[src/rtl/keccak_cmd_issuer_pkg.sv]
// Shared constants, command layouts and FSM state types for the adapted-Keccak
// command issuer and its absorb-stream sequencer.
package keccak_cmd_issuer_pkg;

    localparam int KECCAK_BLK_CNT_W  = 9;
    localparam int KECCAK_IN_CMD_W   = 11;
    localparam int KECCAK_OUT_CMD_W  = 2;

    // Core command layout, LSB first: secondaryNumBlocks, numBlocks,
    // mainIsInElseOut, outState, inState, is128else256.
    localparam int ADP_SEC_LSB       = 0;
    localparam int ADP_MAIN_LSB      = KECCAK_BLK_CNT_W;
    localparam int ADP_MAIN_IS_IN    = 2 * KECCAK_BLK_CNT_W;
    localparam int ADP_OUT_STATE     = 2 * KECCAK_BLK_CNT_W + 1;
    localparam int ADP_IN_STATE      = 2 * KECCAK_BLK_CNT_W + 2;
    localparam int ADP_IS128         = 2 * KECCAK_BLK_CNT_W + 3;
    localparam int KECCAK_ADAPTED_CMD_W = 2 * KECCAK_BLK_CNT_W + 4;

    typedef enum logic [1:0] {
        IN_OP_BYTE  = 2'b00,
        IN_OP_ZEROS = 2'b01,
        IN_OP_FWD   = 2'b10
    } in_op_e;

    typedef enum logic {
        ISS_IDLE = 1'b0,
        ISS_RUN  = 1'b1
    } iss_state_e;

    typedef enum logic [1:0] {
        IN_BYTE  = 2'b00,
        IN_ZEROS = 2'b01,
        IN_FWD   = 2'b10,
        IN_FIN   = 2'b11
    } in_state_e;

    function automatic logic [KECCAK_IN_CMD_W-1:0] pack_in_cmd(
        input logic [7:0] byte_val,
        input logic       skip_is_last,
        input in_op_e     op
    );
        return {byte_val, skip_is_last, op};
    endfunction

endpackage

[src/rtl/keccak_cmd_issuer_in_seq.sv]
// Absorb-stream sequencer: walks byte -> zeros -> forward, skipping disabled
// entries, and marks every entry but the last with skipIsLast.
module keccak_cmd_issuer_in_seq
    import keccak_cmd_issuer_pkg::*;
(
    input  logic                       clk,
    input  logic                       rst,
    input  logic                       i_start,
    input  logic                       i_has_domain,
    input  logic [7:0]                 i_domain_byte,
    input  logic [7:0]                 i_zeros,
    input  logic                       i_forward,
    output logic [KECCAK_IN_CMD_W-1:0] o_cmd,
    output logic                       o_is_ready,
    input  logic                       i_can_receive,
    output logic                       o_fin
);

    in_state_e  r_state;
    in_state_e  w_state_nxt;
    logic [7:0] r_domain_byte;
    logic [7:0] r_zeros;
    logic       r_forward;
    logic       w_xfer;

    assign w_xfer     = (r_state != IN_FIN) && i_can_receive;
    assign o_is_ready = (r_state != IN_FIN);
    // Finished now, or finishing on this edge, so the top can retire the job
    // in the same edge as the last transfer.
    assign o_fin      = (r_state == IN_FIN) || (w_xfer && (w_state_nxt == IN_FIN));

    always_ff @(posedge clk or negedge rst) begin
        if (!rst) begin
            r_state       <= IN_FIN;
            r_domain_byte <= 8'h00;
            r_zeros       <= 8'h00;
            r_forward     <= 1'b0;
        end else begin
            r_state <= w_state_nxt;
            if (i_start && (r_state == IN_FIN)) begin
                r_domain_byte <= i_domain_byte;
                r_zeros       <= i_zeros;
                r_forward     <= i_forward;
            end
        end
    end

    always_comb begin
        w_state_nxt = r_state;
        o_cmd       = '0;
        case (r_state)
            IN_FIN: begin
                if (i_start) begin
                    if (i_has_domain)
                        w_state_nxt = IN_BYTE;
                    else if (i_zeros != 8'h00)
                        w_state_nxt = IN_ZEROS;
                    else if (i_forward)
                        w_state_nxt = IN_FWD;
                    else
                        w_state_nxt = IN_FIN;
                end
            end
            IN_BYTE: begin
                o_cmd = pack_in_cmd(r_domain_byte, (r_zeros != 8'h00) || r_forward, IN_OP_BYTE);
                if (w_xfer) begin
                    if (r_zeros != 8'h00)
                        w_state_nxt = IN_ZEROS;
                    else if (r_forward)
                        w_state_nxt = IN_FWD;
                    else
                        w_state_nxt = IN_FIN;
                end
            end
            IN_ZEROS: begin
                o_cmd = pack_in_cmd(r_zeros, r_forward, IN_OP_ZEROS);
                if (w_xfer)
                    w_state_nxt = r_forward ? IN_FWD : IN_FIN;
            end
            IN_FWD: begin
                o_cmd = pack_in_cmd(8'h00, 1'b0, IN_OP_FWD);
                if (w_xfer)
                    w_state_nxt = IN_FIN;
            end
            default: begin
                w_state_nxt = IN_FIN;
            end
        endcase
    end

endmodule

[src/rtl/keccak_cmd_issuer.sv]
// Expands one FrodoKEM hashing job into the core, absorb and squeeze command
// streams of adapted_keccak; the three streams drain independently.
module keccak_cmd_issuer
    import keccak_cmd_issuer_pkg::*;
#(
    parameter int BLK_W    = KECCAK_BLK_CNT_W,
    parameter int OUTCNT_W = 4
) (
    input  logic                       clk,
    input  logic                       rst,
    input  logic                       job_isReady,
    output logic                       job_canReceive,
    input  logic                       job_is128else256,
    input  logic                       job_hasDomain,
    input  logic [7:0]                 job_domainByte,
    input  logic [7:0]                 job_zeros,
    input  logic                       job_forward,
    input  logic [BLK_W-1:0]           job_numBlocks,
    input  logic [OUTCNT_W-1:0]        job_numOutCmds,
    input  logic                       job_sample,
    output logic [2*BLK_W+3:0]         k__cmd,
    output logic                       k__cmd_isReady,
    input  logic                       k__cmd_canReceive,
    output logic [KECCAK_IN_CMD_W-1:0] k_in__cmd,
    output logic                       k_in__cmd_isReady,
    input  logic                       k_in__cmd_canReceive,
    output logic [KECCAK_OUT_CMD_W-1:0] k_out__cmd,
    output logic                       k_out__cmd_isReady,
    input  logic                       k_out__cmd_canReceive,
    output logic                       job_done,
    output logic                       job_err
);

    iss_state_e            r_state;
    iss_state_e            w_state_nxt;
    logic                  r_k_vld;
    logic [2*BLK_W+3:0]    r_k_cmd;
    logic                  r_out_vld;
    logic [OUTCNT_W-1:0]   r_out_cnt;
    logic                  r_sample;
    logic                  r_done;
    logic                  r_err;

    logic                  w_accept;
    logic                  w_legal;
    logic                  w_start;
    logic                  w_k_xfer;
    logic                  w_out_xfer;
    logic                  w_out_last;
    logic                  w_k_fin;
    logic                  w_out_fin;
    logic                  w_in_fin;
    logic                  w_all_fin;

    assign job_canReceive = (r_state == ISS_IDLE);
    assign w_accept       = job_isReady && job_canReceive;
    assign w_legal        = (job_hasDomain || (job_zeros != 8'h00) || job_forward)
                            && (job_numOutCmds != '0);
    assign w_start        = w_accept && w_legal;

    assign w_k_xfer   = r_k_vld && k__cmd_canReceive;
    assign w_out_xfer = r_out_vld && k_out__cmd_canReceive;
    assign w_out_last = (r_out_cnt == OUTCNT_W'(1));
    // Each *_fin is true once the stream has nothing left after this edge.
    assign w_k_fin    = !r_k_vld || w_k_xfer;
    assign w_out_fin  = !r_out_vld || (w_out_xfer && w_out_last);
    assign w_all_fin  = w_k_fin && w_out_fin && w_in_fin;

    assign k__cmd             = r_k_cmd;
    assign k__cmd_isReady     = r_k_vld;
    assign k_out__cmd         = {!w_out_last, r_sample};
    assign k_out__cmd_isReady = r_out_vld;
    assign job_done           = r_done;
    assign job_err            = r_err;

    always_ff @(posedge clk or negedge rst) begin
        if (!rst) begin
            r_state <= ISS_IDLE;
            r_done  <= 1'b0;
            r_err   <= 1'b0;
        end else begin
            r_state <= w_state_nxt;
            r_done  <= (r_state == ISS_RUN) && w_all_fin;
            r_err   <= w_accept && !w_legal;
        end
    end

    always_comb begin
        w_state_nxt = r_state;
        case (r_state)
            ISS_IDLE: if (w_start)   w_state_nxt = ISS_RUN;
            ISS_RUN:  if (w_all_fin) w_state_nxt = ISS_IDLE;
            default:                 w_state_nxt = ISS_IDLE;
        endcase
    end

    // Core stream: exactly one command per job, squeeze-only with a single
    // secondary block.
    always_ff @(posedge clk or negedge rst) begin
        if (!rst) begin
            r_k_vld <= 1'b0;
            r_k_cmd <= '0;
        end else if (w_start) begin
            r_k_vld <= 1'b1;
            r_k_cmd <= {job_is128else256, 1'b0, 1'b0, 1'b0, job_numBlocks, BLK_W'(1)};
        end else if (w_k_xfer) begin
            r_k_vld <= 1'b0;
        end
    end

    // Squeeze stream: down-counter from numOutCmds, stops at 1 without wrapping.
    always_ff @(posedge clk or negedge rst) begin
        if (!rst) begin
            r_out_vld <= 1'b0;
            r_out_cnt <= '0;
            r_sample  <= 1'b0;
        end else if (w_start) begin
            r_out_vld <= 1'b1;
            r_out_cnt <= job_numOutCmds;
            r_sample  <= job_sample;
        end else if (w_out_xfer) begin
            if (w_out_last)
                r_out_vld <= 1'b0;
            else
                r_out_cnt <= r_out_cnt - OUTCNT_W'(1);
        end
    end

    keccak_cmd_issuer_in_seq u_in_seq (
        .clk           (clk),
        .rst           (rst),
        .i_start       (w_start),
        .i_has_domain  (job_hasDomain),
        .i_domain_byte (job_domainByte),
        .i_zeros       (job_zeros),
        .i_forward     (job_forward),
        .o_cmd         (k_in__cmd),
        .o_is_ready    (k_in__cmd_isReady),
        .i_can_receive (k_in__cmd_canReceive),
        .o_fin         (w_in_fin)
    );

endmodule

[config.mk]
export PLATFORM = sky130hd
export DESIGN_NAME = keccak_cmd_issuer
export DESIGN_NICKNAME = d
export VERILOG_FILES = /design/src/rtl/keccak_cmd_issuer_pkg.sv /design/src/rtl/keccak_cmd_issuer_in_seq.sv /design/src/rtl/keccak_cmd_issuer.sv
export SDC_FILE = /design/constraint.sdc
export NUM_CORES = 1
export LEC_CHECK = 0
export ABC_AREA = 0
export ABC_CLOCK_PERIOD_IN_PS = 3500
export CAP_MARGIN = 20
export CORE_ASPECT_RATIO = 1.5
export CORE_MARGIN = 5
export CORE_UTILIZATION = 30
export DETAILED_ROUTE_END_ITERATION = 16
export DONT_BUFFER_PORTS = 1
export PLACE_DENSITY = 0.5
export SLEW_MARGIN = 20
export SYNTH_ARGS = -nofsm -noshare
export SYNTH_HDL_FRONTEND = slang
export SYNTH_SLANG_ARGS = --single-unit
[constraint.sdc]
create_clock -name clk -period 3.5 [get_ports clk]
set_input_delay 0.7 -clock clk [delete_from_list [all_inputs] [get_ports clk]]
set_output_delay 0.7 -clock clk [all_outputs]
set_load 0.01 [all_outputs]
==> results of run 1 <==
-- kinds of logic after synthesis --
logic type,count (synthesis)
xor gates and xnor gates,3
buffers and inverters,23
adders and majority gates,2
AOI/OAI and AO/OA,13
muxes,38
DFF,40
and+or+nand+nor,48
other,1
-- synthesized netlist by cell type (all sizes together) (3+ instances only) --
cell type	count	area share, %
nand2b	4	1.3
inv	3	0.57
nand2	7	1.3
nor4	5	1.6
a21oi	4	1.0
nor2b	3	0.94
mux2i	9	4.5
dfrtp	38	48
nor3	3	0.76
buf	17	6.4
mux2	29	18
nor2	19	3.6
clkbuf	3	0.57
-- layout by cell type (no fill, tap or decap), types with 2 or more instances in the layout --
cell type	count
mux2i_1	9
nor4_1	5
inv_1	3
nor3_1	3
a21oi_1	4
conb_1	11
mux2_4	9
nor2b_1	3
nand2_1	7
dfstp_2	2
clkbuf_8	6
nor2_1	19
buf_4	2
clkbuf_1	2
xor2_1	2
o21ai_0	2
ha_1	2
mux2_2	20
nand2b_1	4
dfrtp_1	38
-- registers in the layout, summed over array words and instances, names as in the netlist, 2 cells and up --
| register | flops |
|---|---|
| k__cmd | 11 |
| r_out_cnt | 4 |
| u_in_seq.r_domain_byte | 8 |
| u_in_seq.r_state | 2 |
| u_in_seq.r_zeros | 8 |
-- report_power, final --
part	total [W]	switching [W]	internal, W
clock	0.000311	0.000150	0.000161
combinational	0.000627	0.000267	0.000360
sequential	0.000952	0.000254	0.000698
total	0.00189	0.000671	0.00122
-- worst paths after layout --
check / start / slack [ps] / cells after the start / end
max: u_in_seq.r_zeros[1] / 1150 / 4 / k_in__cmd[2]
min: rst / 100 / 0 / u_in_seq.r_domain_byte[3]
max reg2reg: u_in_seq.r_state[0] / 1240 / 5 / u_in_seq.r_zeros[6]
min reg2reg: u_in_seq.r_domain_byte[4] / 510 / 1 / u_in_seq.r_domain_byte[4]
max in group asynchronous: rst / 3210 / 0 / u_in_seq.r_state[0]
min in group clk: k_in__cmd_canReceive / 460 / 1 / u_in_seq.r_state[0]
-- through the flow --
| stage | cell area (µm²) | hold WS [ps] | std cells |
|---|---|---|---|
| floorplan | 2020 | 404 | 178 |
| global placement | 2000 | 406 | 236 |
| detailed placement | 2000 | 406 | 236 |
| CTS | 2090 | 85.9 | 244 |
| global route | 2090 | 67.8 | 244 |
| finish | 2090 | 101 | 244 |
-- metal layers --
layer  up-vias  GRT usage, %  routed length, µm  part of all wire, %
li1        548             -                  -                    -
met1       571          10.9               1620                   39
met2        49          16.7               2140                   51
met3         4          5.16                377                  9.0
met4         0          4.13                 51                  1.2
met5         -             0                  0                    0
-- final cells by class --
cell class / count / area [µm²] / share of cell area [%]
Clock buffer: 8 / 90.1 / 4.30
Inverter: 3 / 11.3 / 0.538
Timing Repair Buffer: 2 / 15.0 / 0.717
Tap cell: 76 / 95.1 / 4.54
Sequential cell: 40 / 1000 / 47.9
Multi-Input combinational cell: 115 / 880 / 42.0
==> results.sh, run 1 <==
export IMPL_cts_buffers=5
export IMPL_p_leak_nw=0.951
export IMPL_cts_hold_buf=0
export IMPL_cp_cell_sequence="nor4_1 > a21oi_1 > nor2_1 > nor2_1"
export IMPL_path_class="register to output port"
export IMPL_path_buf_inv=0
export IMPL_cts_tree="done"
export IMPL_cts_sinks=40
export IMPL_period_minus_slack_ps=2350
export IMPL_cp_slowest_stage_delay_ps=530
export IMPL_antenna_left=0
export IMPL_syn_to_final_growth_pct=5.42
export IMPL_fmaxAchievable_mhz=425
export IMPL_antenna_cells=0
export IMPL_cp_arrival_ps=1650
export IMPL_grt_pass1_wl_um=6580
export IMPL_ys_dominant_reg_cell="dfrtp_1"
export IMPL_clock_latency_ps=280
export IMPL_grt_start_max_net_pins=41
export IMPL_pre_cts_slack_ps=931
export IMPL_netlist_cell_type_count=36
export IMPL_ctsRootBufferMaster="clkbuf_8"
export IMPL_worstPathMaxFanout=4
export IMPL_ys_seq_area_share_pct=50.5
export IMPL_via_per_inst=4.80
export IMPL_dieArea_mm2=0.00838
export IMPL_p_per_area_mw_per_mm2=902
export IMPL_crit_top_cell="nor2_1"
export IMPL_critPathTopFamily="simple AND/OR/NAND/NOR gates"
export IMPL_synth_compound_area_share_pct=4.53
export IMPL_initial_core_util_pct=30.6
export IMPL_worst_slack_ps=1150
export IMPL_final_nets=208
export IMPL_die_h_um=110
export IMPL_rsz0062_at_grt="false"
export IMPL_antenna_found_initial=0
export IMPL_fillers=679
export IMPL_synth_xor_area_share_pct=1.32
export IMPL_cts_resized=0
export IMPL_critPathCaptureType="output port"
export IMPL_syn_area_mm2=0.00199
export IMPL_slowest_stage="nor4_1"
export IMPL_synthAdderAreaFrac_pct=1.26
export IMPL_grt_ovfl_total=0
export IMPL_post_route_period_util_pct=67.2
export IMPL_synth_area_per_cell_um2=11.8
export IMPL_synth_top_family_by_area="multiplexers"
export IMPL_ir_drop_mv=0.315
export IMPL_synthCells=168
export IMPL_path_clk_slew_ps=70
export IMPL_num_vias=1172
export IMPL_rows=36
export IMPL_yosys_warnings=0
export IMPL_hp_class="input pin to asynchronous set/reset pin"
export IMPL_place_congestion=0.668
export IMPL_hpwlAfterDp_um=3220
export IMPL_setup_worst_path_start_class="register"
export IMPL_first_global_vias=1281
export IMPL_core_area_mm2=0.00649
export IMPL_first_pass_iters=4
export IMPL_drt_iter0_markers=31
export IMPL_power_w=0.00189
export IMPL_synthMuxAreaShare_pct=22.7
export IMPL_drive_gt1_share_pct=24.4
export IMPL_fin_tns_setup_ps=0
export IMPL_cts_setup_buffers=0
export IMPL_worstPathRequired_ps=2800
export IMPL_port_buffers=0
export IMPL_yosys_area_share_simple_pct=12.0
export IMPL_synth_seq_cells=40
export IMPL_utilization_pct=32.3
export IMPL_hold_viol=0
export IMPL_grt_usage_pct=10.1
export IMPL_wirelength_um=4190
export IMPL_ios=80
export IMPL_status="finished clean"
export IMPL_setup_violations=0
export IMPL_drv_slew=0
export IMPL_synth_edf_count=0
export IMPL_cap_violations=0
export IMPL_drc=0
export IMPL_synthArstFlopShare_pct=100
export IMPL_tightest_slew_ps=673
export IMPL_finalClockSkew_ps=2.86
export IMPL_die_w_um=76.5
export IMPL_cts_max_level=2
export IMPL_wl_per_cell_um=17.2
export IMPL_relSlewSlack_pct=54.7
export IMPL_clk_path_buf_depth=2
(Power assumes the default switching activity.)
==> inputs of run 2 (changes only) <==
--- a/config.mk
+++ b/config.mk
@@ -6,7 +6,7 @@
 export NUM_CORES = 1
 export LEC_CHECK = 0
 export ABC_AREA = 0
-export ABC_CLOCK_PERIOD_IN_PS = 3500
+export ABC_CLOCK_PERIOD_IN_PS = 2300
 export CAP_MARGIN = 20
 export CORE_ASPECT_RATIO = 1.5
 export CORE_MARGIN = 5
==> constraint.sdc (replaced) <==
create_clock -name clk -period 2.3 [get_ports clk]
set_input_delay 0.46 -clock clk [delete_from_list [all_inputs] [get_ports clk]]
set_output_delay 0.46 -clock clk [all_outputs]
set_load 0.01 [all_outputs]
==> results.sh, run 2 (same netlist as run 1, synthesis figures left out) <==
export IMPL_status="finished clean"
export IMPL_cp_cell_sequence="nor4_1 > a21oi_1 > nor2_1 > nor2_1"
export IMPL_antenna_cells=0
export IMPL_port_buffers=0
export IMPL_path_buf_inv=0
export IMPL_path_clk_slew_ps=80
export IMPL_slowest_stage="nor4_1"
export IMPL_final_cell_mix="38 x dfrtp_1, 20 x mux2_2, 19 x nor2_1, 11 x conb_1"
export IMPL_hpwlAfterDp_um=3250
export IMPL_fmaxAchievable_mhz=473
export IMPL_clk_path_buf_depth=2
export IMPL_cts_tree="done"
export IMPL_p_clk_share_pct=18.2
export IMPL_p_per_area_mw_per_mm2=1380
export IMPL_first_pass_iters=4
export IMPL_final_nets=217
export IMPL_initial_core_util_pct=30.6
export IMPL_drt_iter0_markers=30
export IMPL_setup_worst_path_start_class="register"
export IMPL_critPathTopFamily="simple AND/OR/NAND/NOR gates"
export IMPL_path_class="register to output port"
export IMPL_wirelength_um=4290
export IMPL_utilization_pct=33.9
export IMPL_tightest_slew_ps=536
export IMPL_p_leak_nw=1.01
export IMPL_place_congestion=0.699
export IMPL_drc=0
export IMPL_antenna_found_initial=0
export IMPL_crit_top_cell="nor2_1"
export IMPL_worstPathRequired_ps=1840
export IMPL_wl_per_cell_um=17.0
export IMPL_seq_power_share_pct=44.6
export IMPL_die_w_um=76.5
export IMPL_combPwrFrac_pct=37.2
export IMPL_dieArea_mm2=0.00838
export IMPL_finalClockSkew_ps=6.21
export IMPL_grt_start_max_net_pins=39
export IMPL_ir_drop_mv=0.572
export IMPL_antenna_left=0
export IMPL_cts_buffers=5
export IMPL_ctsRootBufferMaster="clkbuf_8"
export IMPL_grt_ovfl_total=0
export IMPL_p_switching_w=0.00105
export IMPL_rows=36
export IMPL_num_vias=1215
export IMPL_cap_violations=0
export IMPL_setup_violations=0
export IMPL_rsz0062_at_grt="false"
export IMPL_relSlewSlack_pct=63.9
export IMPL_hp_class="input pin to register"
export IMPL_whs_ps=224
export IMPL_worstPathMaxFanout=4
export IMPL_die_h_um=110
export IMPL_largest_register_ffs=11
export IMPL_critPathCaptureType="output port"
export IMPL_drive_gt1_share_pct=27.7
export IMPL_clock_latency_ps=280
export IMPL_syn_to_final_growth_pct=10.6
export IMPL_hold_viol=0
export IMPL_post_route_period_util_pct=91.9
export IMPL_cp_arrival_ps=1650
export IMPL_first_global_vias=1351
export IMPL_via_per_inst=4.80
export IMPL_period_minus_slack_ps=2110
export IMPL_grt_pass1_wl_um=6720
export IMPL_switching_share_pct=34.7
export IMPL_p_int_w=0.00198
export IMPL_core_area_mm2=0.00649
export IMPL_cp_slowest_stage_delay_ps=520
export IMPL_cts_max_level=2
export IMPL_cts_setup_buffers=0
export IMPL_drv_slew=0
export IMPL_fin_tns_setup_ps=0
export IMPL_ios=80
export IMPL_cts_sinks=40
export IMPL_grt_usage_pct=10.3
export IMPL_final_common_cell="dfrtp_1"
[run 2: cell count changes in the layout (fill, tap and decap cells not counted), sizes merged]
cell	change
clkinv	+1
dlygate4sd3	+2
bufinv	+1
buf	+7
clkbuf	-2
[run 2: stage by stage]
step	cells	setup slack, ps	cell area, µm²	total power (W)
after floorplan	178	281	2020	0.00226
after global placement	242	173	2050	0.00248
after detailed placement	242	129	2050	0.00251
after CTS	252	127	2190	0.00311
after global routing	253	75.5	2200	0.00329
final	253	186	2200	0.00304
[run 2: worst paths after layout]
check                                     startpoint                   endpoint  slack [ps]  cells past startpoint
setup reg to reg                        r_out_cnt[1]               r_out_cnt[1]         390                      6
min in group asynchronous                        rst  u_in_seq.r_domain_byte[3]         620                      2
hold / removal                  k_in__cmd_canReceive        u_in_seq.r_state[0]         220                      1
max in group asynchronous                        rst                   r_sample        1480                      2
setup / recovery                 u_in_seq.r_zeros[1]               k_in__cmd[2]         190                      4
hold reg to reg            u_in_seq.r_domain_byte[2]  u_in_seq.r_domain_byte[2]         510                      1
[run 2: area by class of cell]
type / count / area [µm²]
sequential: 40 / 1000
inverter: 3 / 11.3
clock inverter: 2 / 35.0
clock buffer: 6 / 72.6
timing repair buffer: 11 / 100
multi-input combinational: 115 / 880
fill: 665 / 4290
tap: 76 / 95.1
[run 2: power groups by stage]
stage	combinational, W	sequential, W	clock, W
2_1_floorplan	0.000974	0.00129	0
3_3_place_gp	0.00111	0.00137	0
3_5_place_dp	0.00113	0.00138	0
4_1_cts	0.00116	0.00136	0.000588
5_1_grt	0.00125	0.00141	0.000625
6_report	0.00113	0.00136	0.000554
[run 2: metal layers]
| layer | GRT usage (%) | part of all wire (%) | up-vias |
|---|---|---|---|
| met5 | 0 | 0 | - |
| met4 | 4.13 | 1.1 | 0 |
| met3 | 4.10 | 7.7 | 4 |
| met2 | 18.7 | 54 | 49 |
| met1 | 10.6 | 37 | 596 |
| li1 | - | - | 566 |
[run 2: what timing repair did]
action | 4_1_cts | 5_1_grt
endpoints found under the hold margin | 38 | 8
hold buffers | 2 | 1
gates resized for setup | 0 | 0
[run 2: worst register-to-register path: cells and delay by family, from the launching register on]
kind	cells	cell delay, ps
fa+ha+maj	1	160
buf+inv	1	100
flops	1	380
mux	2	390
simple gates	2	770
==> inputs of run 3 (changes only) <==
--- a/config.mk
+++ b/config.mk
@@ -13,6 +13,7 @@
 export CORE_UTILIZATION = 30
 export DETAILED_ROUTE_END_ITERATION = 16
 export DONT_BUFFER_PORTS = 1
+export GPL_ROUTABILITY_DRIVEN = 1
 export PLACE_DENSITY = 0.5
 export SLEW_MARGIN = 20
 export SYNTH_ARGS = -nofsm -noshare
==> results of run 3 <==
Same layout as run 2: the final DEF is identical, and so are final timing and power.
